File: config.mk
export PLATFORM = sky130hd
export DESIGN_NAME = run_decoder
export DESIGN_NICKNAME = d
export VERILOG_FILES = /design/src/rtl/jpeg_pkg.sv /design/src/rtl/ones_decoder.sv /design/src/rtl/run_decoder.sv
export SDC_FILE = /design/constraint.sdc
export NUM_CORES = 1
export LEC_CHECK = 0
export ABC_AREA = 1
export BUFFER_PORTS_ARGS = -buffer_cell sky130_fd_sc_hd__clkbuf_2
export CORE_MARGIN = 2
export CORE_UTILIZATION = 45
export DETAILED_ROUTE_END_ITERATION = 7
export GPL_TIMING_DRIVEN = 0
export PLACE_DENSITY_LB_ADDON = 0.12
export SLEW_MARGIN = 25
export SYNTH_ARGS = -nofsm -noshare
export SYNTH_HDL_FRONTEND = slang
export SYNTH_SLANG_ARGS = --single-unit
File: constraint.sdc
create_clock -name clk -period 1.42 [get_ports clk]
set_input_delay 0 -clock clk [delete_from_list [all_inputs] [get_ports clk]]
set_output_delay 0 -clock clk [all_outputs]
set_load 0.05 [all_outputs]
File: src/rtl/jpeg_pkg.sv
// rtl/jpeg_pkg.sv - shared JPEG block constants, run decoder state and symbol codes
package jpeg_pkg;

   localparam int NCOEF = 64;
   localparam int CW    = 11;

   typedef enum logic [2:0] {
      S_DC,
      S_AC,
      S_RUN,
      S_COEF,
      S_EOB
   } rdec_state_t;

   // {run, size} codes of the two special AC symbols
   localparam logic [7:0] SYM_EOB = 8'h00;
   localparam logic [7:0] SYM_ZRL = 8'hF0;

   typedef logic signed [CW-1:0] coef_t;

endpackage

File: src/rtl/ones_decoder.sv
// rtl/ones_decoder.sv - combinational ones-complement amplitude decode (inverse of the encoder-side ones encoder)
module ones_decoder #(
   parameter int WIDTH = 10
) (
   input  logic [WIDTH-1:0]        val,
   input  logic [3:0]              size,
   output logic signed [WIDTH:0]   coef
);

   logic [WIDTH:0] mask;
   logic [WIDTH:0] bits;
   logic [WIDTH:0] top;

   // Top significant bit set means positive; otherwise subtract 2^size-1 (size 0 yields 0)
   always_comb begin
      mask = ~({(WIDTH+1){1'b1}} << size);
      bits = {1'b0, val} & mask;
      top  = mask ^ (mask >> 1);
      coef = (|(bits & top)) ? $signed(bits) : $signed(bits - mask);
   end

endmodule

File: src/rtl/run_decoder.sv
// rtl/run_decoder.sv - JPEG run/size/amplitude symbol expander to zigzag coefficients; optional RUN_DECODER_ERR_EN overflow flag
module run_decoder import jpeg_pkg::*; #(
   parameter int NCOEF = jpeg_pkg::NCOEF,
   parameter int CW    = jpeg_pkg::CW
) (
   input  logic                 clk,
   input  logic                 rst,
   input  logic                 ena_in,
   output logic                 rdy_out,
   input  logic signed [CW-1:0] in_dc,
   input  logic [CW-2:0]        in_val,
   input  logic [3:0]           run,
   input  logic [3:0]           size,
   input  logic                 rdy_in,
   output logic                 ena_out,
   output logic signed [CW-1:0] out,
   output logic [5:0]           idx_out,
   output logic                 done,
   output logic                 err
);

   localparam logic [5:0] LAST = 6'(NCOEF - 1);

   rdec_state_t          state, state_nx;
   logic                 live;
   logic [5:0]           idx, idx_nx;
   logic [4:0]           zcnt, zcnt_nx;
   logic                 pend, pend_nx;
   logic signed [CW-1:0] hold, hold_nx;
   logic signed [CW-1:0] amp;

   logic                 accept;
   logic                 xfer;
   logic                 blk_end;
   logic [7:0]           sym;
   logic [4:0]           zrl_len;

   ones_decoder #(.WIDTH(CW-1)) u_amp (
      .val  (in_val),
      .size (size),
      .coef (amp)
   );

   assign accept  = ena_in && rdy_out;
   assign xfer    = ena_out && rdy_in;
   assign blk_end = xfer && (idx == LAST);
   assign sym     = {run, size};
   // A ZRL stands for 16 zeros; any other size-0 run is taken literally
   assign zrl_len = (sym == SYM_ZRL) ? 5'd16 : {1'b0, run};

   // State register; live holds outputs quiet until the first edge after reset
   always_ff @(posedge clk or posedge rst) begin
      if (rst) begin
         state <= S_DC;
         live  <= 1'b0;
         idx   <= '0;
         zcnt  <= '0;
         pend  <= 1'b0;
         hold  <= '0;
      end else begin
         state <= state_nx;
         live  <= 1'b1;
         idx   <= idx_nx;
         zcnt  <= zcnt_nx;
         pend  <= pend_nx;
         hold  <= hold_nx;
      end
   end

   // Next-state and datapath update; a transfer at the last index always restarts the block
   always_comb begin
      state_nx = state;
      idx_nx   = idx;
      zcnt_nx  = zcnt;
      pend_nx  = pend;
      hold_nx  = hold;
      case (state)
         S_DC: begin
            if (accept) begin
               hold_nx  = in_dc;
               state_nx = S_COEF;
            end
         end
         S_AC: begin
            if (accept) begin
               if (sym == SYM_EOB) begin
                  state_nx = S_EOB;
               end else if (size == 4'd0) begin
                  zcnt_nx  = zrl_len;
                  pend_nx  = 1'b0;
                  state_nx = S_RUN;
               end else begin
                  hold_nx  = amp;
                  pend_nx  = 1'b1;
                  zcnt_nx  = {1'b0, run};
                  state_nx = (run != 4'd0) ? S_RUN : S_COEF;
               end
            end
         end
         S_RUN: begin
            if (xfer) begin
               zcnt_nx = zcnt - 5'd1;
               if (zcnt == 5'd1) state_nx = pend ? S_COEF : S_AC;
            end
         end
         S_COEF: begin
            if (xfer) begin
               pend_nx  = 1'b0;
               state_nx = S_AC;
            end
         end
         default: ;
      endcase
      if (xfer) idx_nx = idx + 6'd1;
      if (blk_end) begin
         idx_nx   = '0;
         zcnt_nx  = '0;
         pend_nx  = 1'b0;
         state_nx = S_DC;
      end
   end

   // Outputs decoded from registered state
   always_comb begin
      rdy_out = live && ((state == S_DC) || (state == S_AC));
      ena_out = live && ((state == S_RUN) || (state == S_COEF) || (state == S_EOB));
      out     = (state == S_COEF) ? hold : '0;
      idx_out = idx;
      done    = ena_out && rdy_in && (idx == LAST);
   end

`ifdef RUN_DECODER_ERR_EN
   logic [6:0] need;
   logic [6:0] room;
   logic       err_q;

   assign need = (size == 4'd0) ? {2'b00, zrl_len} : ({3'b000, run} + 7'd1);
   assign room = 7'(NCOEF) - {1'b0, idx};

   // Sticky flag: a symbol asking for more positions than the block has left
   always_ff @(posedge clk or posedge rst) begin
      if (rst)                                          err_q <= 1'b0;
      else if (accept && (state == S_AC) && need > room) err_q <= 1'b1;
   end

   assign err = err_q;
`else
   assign err = 1'b0;
`endif

endmodule

Word-level counts from Yosys, hierarchy flattened
Index checks and enable logic that the tools add are counted.
Widths: inputs -> output; s select.
Storage, ports and cells
  register bits: 27
  input port bits: 33
  logic and storage cells: 86
Operators by class
  shifts and indexed selects: 1
  add/subtract/negate cells: 3
  reduce and logical (&&, ||, !) cells: 22
  bitwise gates (word level): 4
  muxes and demuxes: 33
  equality and inequality tests: 17
Operator list (number)
  $mux 11: 6
  $mux 5: 6
  $pmux 11 s2: 1
  $mux 3: 7
  $ne 3x3->1 const B: 6
  $mux 6: 2
  $pmux 3 s4: 1
  $and 10x11->11: 1
  $and 11x11->11: 1
  $not 11->11: 1
  $reduce_or 11->1: 1
  $shl 11x4->11 const A: 1
  $sub 11x11->11: 1
  $xor 11x10->11: 1
  $pmux 5 s2: 1
  $eq 8x8->1 const B: 1
  $logic_not 8->1: 1
  $ne 2x2->1 const B: 4
  $reduce_and 4->1: 2
  $mux 1: 7
  $add 6x1->6 const B: 1
  $eq 3x2->1 const B: 2
  $eq 6x6->1 const B: 1
  $reduce_and 6->1: 1
  15 further kinds: 23

Longest topological paths before layout
  depth after elaboration: 10
  gate-level depth with buffers: 15

By module
Synthesis repeated with hierarchy kept, for this count alone.
Unflattened totals
  cell total of the unflattened synthesis: 396
  area total of the unflattened synthesis: 2517.4 um^2
By module, submodules not included
  run_decoder: area an instance 1784.2 um^2, cells each 250, sequential area each 675.6 um^2, times used 1
  ones_decoder: area an instance 733.2 um^2, cells each 146, sequential area each 0.0 um^2, times used 1

Least setup slack after synthesis
No wires, ideal clock.
  path kind: register to register
  start: register idx[1], in the netlist idx_out[1]
  end: register zcnt[0]
  arrival: 1.738 ns
  data required time: 1.294 ns
  cell stages (with the launch flop): 11
  setup slack: -0.443 ns
  buffers on the path: 0
  clock period less this slack: 1.863 ns
  path through: dfrtp_1 ha_1 inv_1 nor3_1 nand3_1 nor2_4 inv_2 nand3_1 nand2_2 nand2_1 o21ai_0
Between the ends
  longest elaborated chain between the ends: 4
RTL lines
  start, declared: RTL line run_decoder.sv:26  | logic [5:0] idx, idx_nx;
  start signal, assigned: RTL line run_decoder.sv:63  | idx <= idx_nx;
  $eq 6x6->1 (*): RTL line run_decoder.sv:46  | assign blk_end = xfer && (idx == LAST);
  $logic_and 1x1->1 (*): RTL line run_decoder.sv:46
  $ne 3x3->1 (no source line) / $reduce_bool 3->1 (equally long branches)
  $reduce_and 4->1 (no source line)
  end signal, assigned: RTL line run_decoder.sv:64  | zcnt <= zcnt_nx;
  end, declared: RTL line run_decoder.sv:27  | logic [4:0] zcnt, zcnt_nx;
Mark *: on every way between the ends. The rest lies on a longest branch, timed or not.
A chain may end at the register's enable or synchronous reset.

Final worst setup path
  start: register state[0]
  end: output port done
Between the ends
  longest elaborated chain between the ends: 6
RTL lines
  start, declared: RTL line run_decoder.sv:24  | rdec_state_t state, state_nx;
  start signal, assigned: RTL line run_decoder.sv:61  | state <= state_nx;
  $eq 3x2->1: RTL line run_decoder.sv:126  | ena_out = live && ((state == S_RUN) || (state == S_COEF) || (state == S_EOB));
  $logic_or 1x1->1: RTL line run_decoder.sv:126
  $logic_or 1x1->1 (*): RTL line run_decoder.sv:126
  $logic_and 1x1->1 (*): RTL line run_decoder.sv:126
  $logic_and 1x1->1 (*) (2 in a row): RTL line run_decoder.sv:129  | done = ena_out && rdy_in && (idx == LAST);
  end, declared: RTL line run_decoder.sv:18  | output logic done,
Marked as above.

==> impl_metrics.env <==
export IMPL_finish_net_count=502
export IMPL_post_place_ws_ps=-306
export IMPL_crit_path_max_incr_delay_ps=460
export IMPL_critPathRequiredTime_ps=1420
export IMPL_synth_area_um2=2370
export IMPL_ir_drop_v=0.000726
export IMPL_gp_congestion=0.855
export IMPL_synth_top_family_by_area="simple AND/OR/NAND/NOR gates"
export IMPL_syn_num_nets=414
export IMPL_ys_seq_area_frac=0.285
export IMPL_fmax_mhz=592
export IMPL_relSlewSlack=0.596
export IMPL_crit_arrival_ps=1690
export IMPL_synth_compound_area_frac=0.121
export IMPL_routedWlPerCell_um=14.1
export IMPL_synthToLayoutAreaGrowth_pct=54.8
export IMPL_crit_family="simple AND/OR/NAND/NOR gates"
export IMPL_antenna_found_initial=0
export IMPL_die_w_um=76.6
export IMPL_grt_pass1_vias=2597
export IMPL_avgSynthCellArea_um2=6.30
export IMPL_synthTopCellsByArea="dfrtp_1 (28%), nand2_1 (15%), inv_1 (8.4%), nor2_1 (8.4%), nand3_1 (6.3%)"
export IMPL_slew_viol_final=0
export IMPL_diodes=0
export IMPL_synth_seq_cells=27
export IMPL_synth_top_area_frac=0.285
export IMPL_htreeDepth=1
export IMPL_clk_path_buf_depth=2
export IMPL_seq_power_share=0.328
export IMPL_drt_wl_total_mm=7.54
export IMPL_first_iter_violations=153
export IMPL_vias_per_cell=5.19
export IMPL_async_flop_share=1.00
export IMPL_drive_gt1_frac=0.414
export IMPL_finalClockSkew_ps=8.94
export IMPL_crit_path_end_kind="primary output"
export IMPL_fin_setup_tns_ps=-7040
export IMPL_die_y_um=76.6
export IMPL_post_route_min_period_ps=1690
export IMPL_cts_buffers=3
export IMPL_fin_crit_sh=1.19
export IMPL_yosys_area_top_type="dfrtp_1"
export IMPL_clk_root_buffer_cell="clkbuf_8"
export IMPL_timing_final_hold_violations=0
export IMPL_crit_chain="o21ai_4 > nand4_4 > nor3_4 > nand3_2 > clkinvlp_4 > clkbuf_16"
export IMPL_p_comb_frac=0.557
export IMPL_core_area_um2=5110
export IMPL_synth_cells=377
export IMPL_clockPowerShare=0.115
export IMPL_switching_share=0.472
export IMPL_grt_usage=0.239
export IMPL_finalPower_mw=4.25
export IMPL_synth_top_flop_cell="dfrtp_1"
export IMPL_clk_pin_slew_worst_paths_ps=110
export IMPL_p_sw_mw=2.01
export IMPL_vias=2773
export IMPL_synthSimpleGateAreaFrac=0.424
export IMPL_slowest_stage="dfrtp_2"
export IMPL_portBuffers=51
export IMPL_clock_latency_ps=290
export IMPL_internal_power_mw=2.24
export IMPL_status="finished with violations"
export IMPL_synth_fa_ha_area_frac=0.0211
export IMPL_dieArea_um2=5870
export IMPL_grt_ovfl_total=0
export IMPL_grt_max_degree=28
export IMPL_cp_num_buf_inv=2
export IMPL_violations="setup timing"
export IMPL_hold_class="primary input to register"
export IMPL_synthMuxAreaShare=0
export IMPL_dp_hpwl_mm=4.67
export IMPL_num_rows=26
export IMPL_timing_final_ws_setup_ps=-268
export IMPL_synth_xor_xnor_area_share=0.0221
export IMPL_critPathKind="register to primary output"
export IMPL_setup_viol=37
export IMPL_worstMarginPinSlew_ps=606
export IMPL_ant_nets=0
export IMPL_grt_setup_unrepaired="yes"
export IMPL_initial_utilization=0.465
export IMPL_power_density_nw_per_um2=1160
export IMPL_synth_enable_flop_cells=0
export IMPL_cp_start_kind="register"
export IMPL_cts_sinks=27
export IMPL_leakage_nw=1.86
export IMPL_worst_path_max_fanout=2
export IMPL_post_route_drc_count=0
export IMPL_synth_cell_types=33
export IMPL_io_pin_count=54
export IMPL_tritoncts="done"
export IMPL_firstDrtPassIters=4
export IMPL_drv_cap=0
export IMPL_synth_warning_count=0
export IMPL_grt_pass1_wl_mm=11.6
==> cell type report <==
| type | instances | area, um2 |
|---|---|---|
| Tap cell | 70 | 87.6 |
| Multi-Input combinational cell | 281 | 1770 |
| Clock buffer | 3 | 41.3 |
| Inverter | 63 | 256 |
| Buffer | 7 | 95.1 |
| Clock inverter | 1 | 7.51 |
| Fill cell | 410 | 1430 |
| Timing Repair Buffer | 82 | 728 |
| Sequential cell | 27 | 684 |
==> power groups by stage <==
| stage | sequential [mW] | clock [mW] | combinational (mW) |
|---|---|---|---|
| floorplan | 1.50 | 0 | 1.19 |
| global placement | 1.37 | 0 | 1.64 |
| detailed placement | 1.38 | 0 | 1.69 |
| CTS | 1.35 | 0.493 | 2.08 |
| global route | 1.44 | 0.535 | 2.57 |
| finish | 1.39 | 0.490 | 2.37 |
==> final timing paths <==
kind | slack [ps] | endpoint | cells after the start | startpoint
hold reg to reg | 490 | hold[9] | 2 | hold[9]
setup reg to reg | -270 | zcnt[3] | 11 | state[1]
max in group asynchronous | 650 | state[1] | 3 | rst
hold / removal | 10 | hold[5] | 3 | in_dc[5]
setup / recovery | -270 | done | 6 | state[0]
min in group asynchronous | 330 | hold[8] | 3 | rst
==> cells by family (layout without fill, tap and decap cells) <==
| family | Yosys count | after routing |
|---|---|---|
| XOR/XNOR | 6 | 6 |
| flip-flops | 27 | 27 |
| adder cells (fa/ha/maj) | 4 | 4 |
| AND/OR/NAND/NOR | 217 | 218 |
| buffers and inverters | 70 | 156 |
| AO/OA/AOI/OAI | 51 | 51 |
| other | 2 | 2 |
==> per-layer routing <==
layer | up-vias | global-route usage | routed length [um]
li1 | 1372 | - | -
met2 | 72 | 0.436 | 4120
met5 | - | 0 | 0
met4 | 0 | 0.0618 | 121
met3 | 12 | 0.0355 | 260
met1 | 1317 | 0.294 | 3040
==> stage by stage <==
stage	util	cells	area [um2]	hold WS, ps
3_3_place_gp	0.562	498	2870	294
2_1_floorplan	-	377	2530	52.4
6_report	0.719	534	3670	9.57
4_1_cts	0.660	519	3370	4.70
5_1_grt	0.719	534	3670	14.3
3_5_place_dp	0.562	498	2870	102
==> state kept, by name, indices dropped and copies added (netlist names) <==
name	cells
state	3
idx_out	6
pend	1
live	1
hold	11
zcnt	5
==> layout by cell type (no fill, tap or decap), drive strengths merged <==
cell,Yosys,layout
nand2,101,102
nor2,61,61
inv,62,60
buf,4,46
clkbuf,3,44
nand3,34,34
dfrtp,27,27
o21ai,26,26
a21oi,20,20
nand4,12,12
nor3,8,8
ha,4,4
clkinvlp,0,3
xor2,3,3
o22ai,3,3
xnor2,3,3
conb,2,2
dlygate4sd3,0,2
clkinv,1,1
and3,1,1
a22oi,1,1
o31ai,1,1
==> worst reg2reg max path: stages, from the launching register on <==
cell and delay (ps):
dfrtp_2 450, buf_6 130, nor2_4 130, buf_4 150, nand2_4 80, nor3_4 180
inv_2 80, o21ai_4 90, a21oi_4 80, nand2_4 110, nand2_1 50, o21ai_1 70
==> Yosys cell counts (3+ instances only) <==
cell type,n
o21ai_1,10
nor2_2,4
xnor2_1,3
a21oi_1,17
nor3_1,6
xor2_1,3
dfrtp_1,27
inv_1,53
o22ai_1,3
nand2_2,9
nand2_1,92
nand3_1,30
nor2_4,4
nand3_2,4
a21oi_2,3
ha_1,4
nand4_1,11
inv_2,9
o21ai_0,14
nor2_1,53
==> repair_timing <==
action,4_1_cts,5_1_grt
gates cloned,2,1
hold endpoints to repair,27,1
pin swaps,5,15
setup endpoints to repair,35,39
hold buffers,1,1
resized for setup,70,56
setup buffers,14,14
No activity file was read; power rests on OpenSTA's default activity.
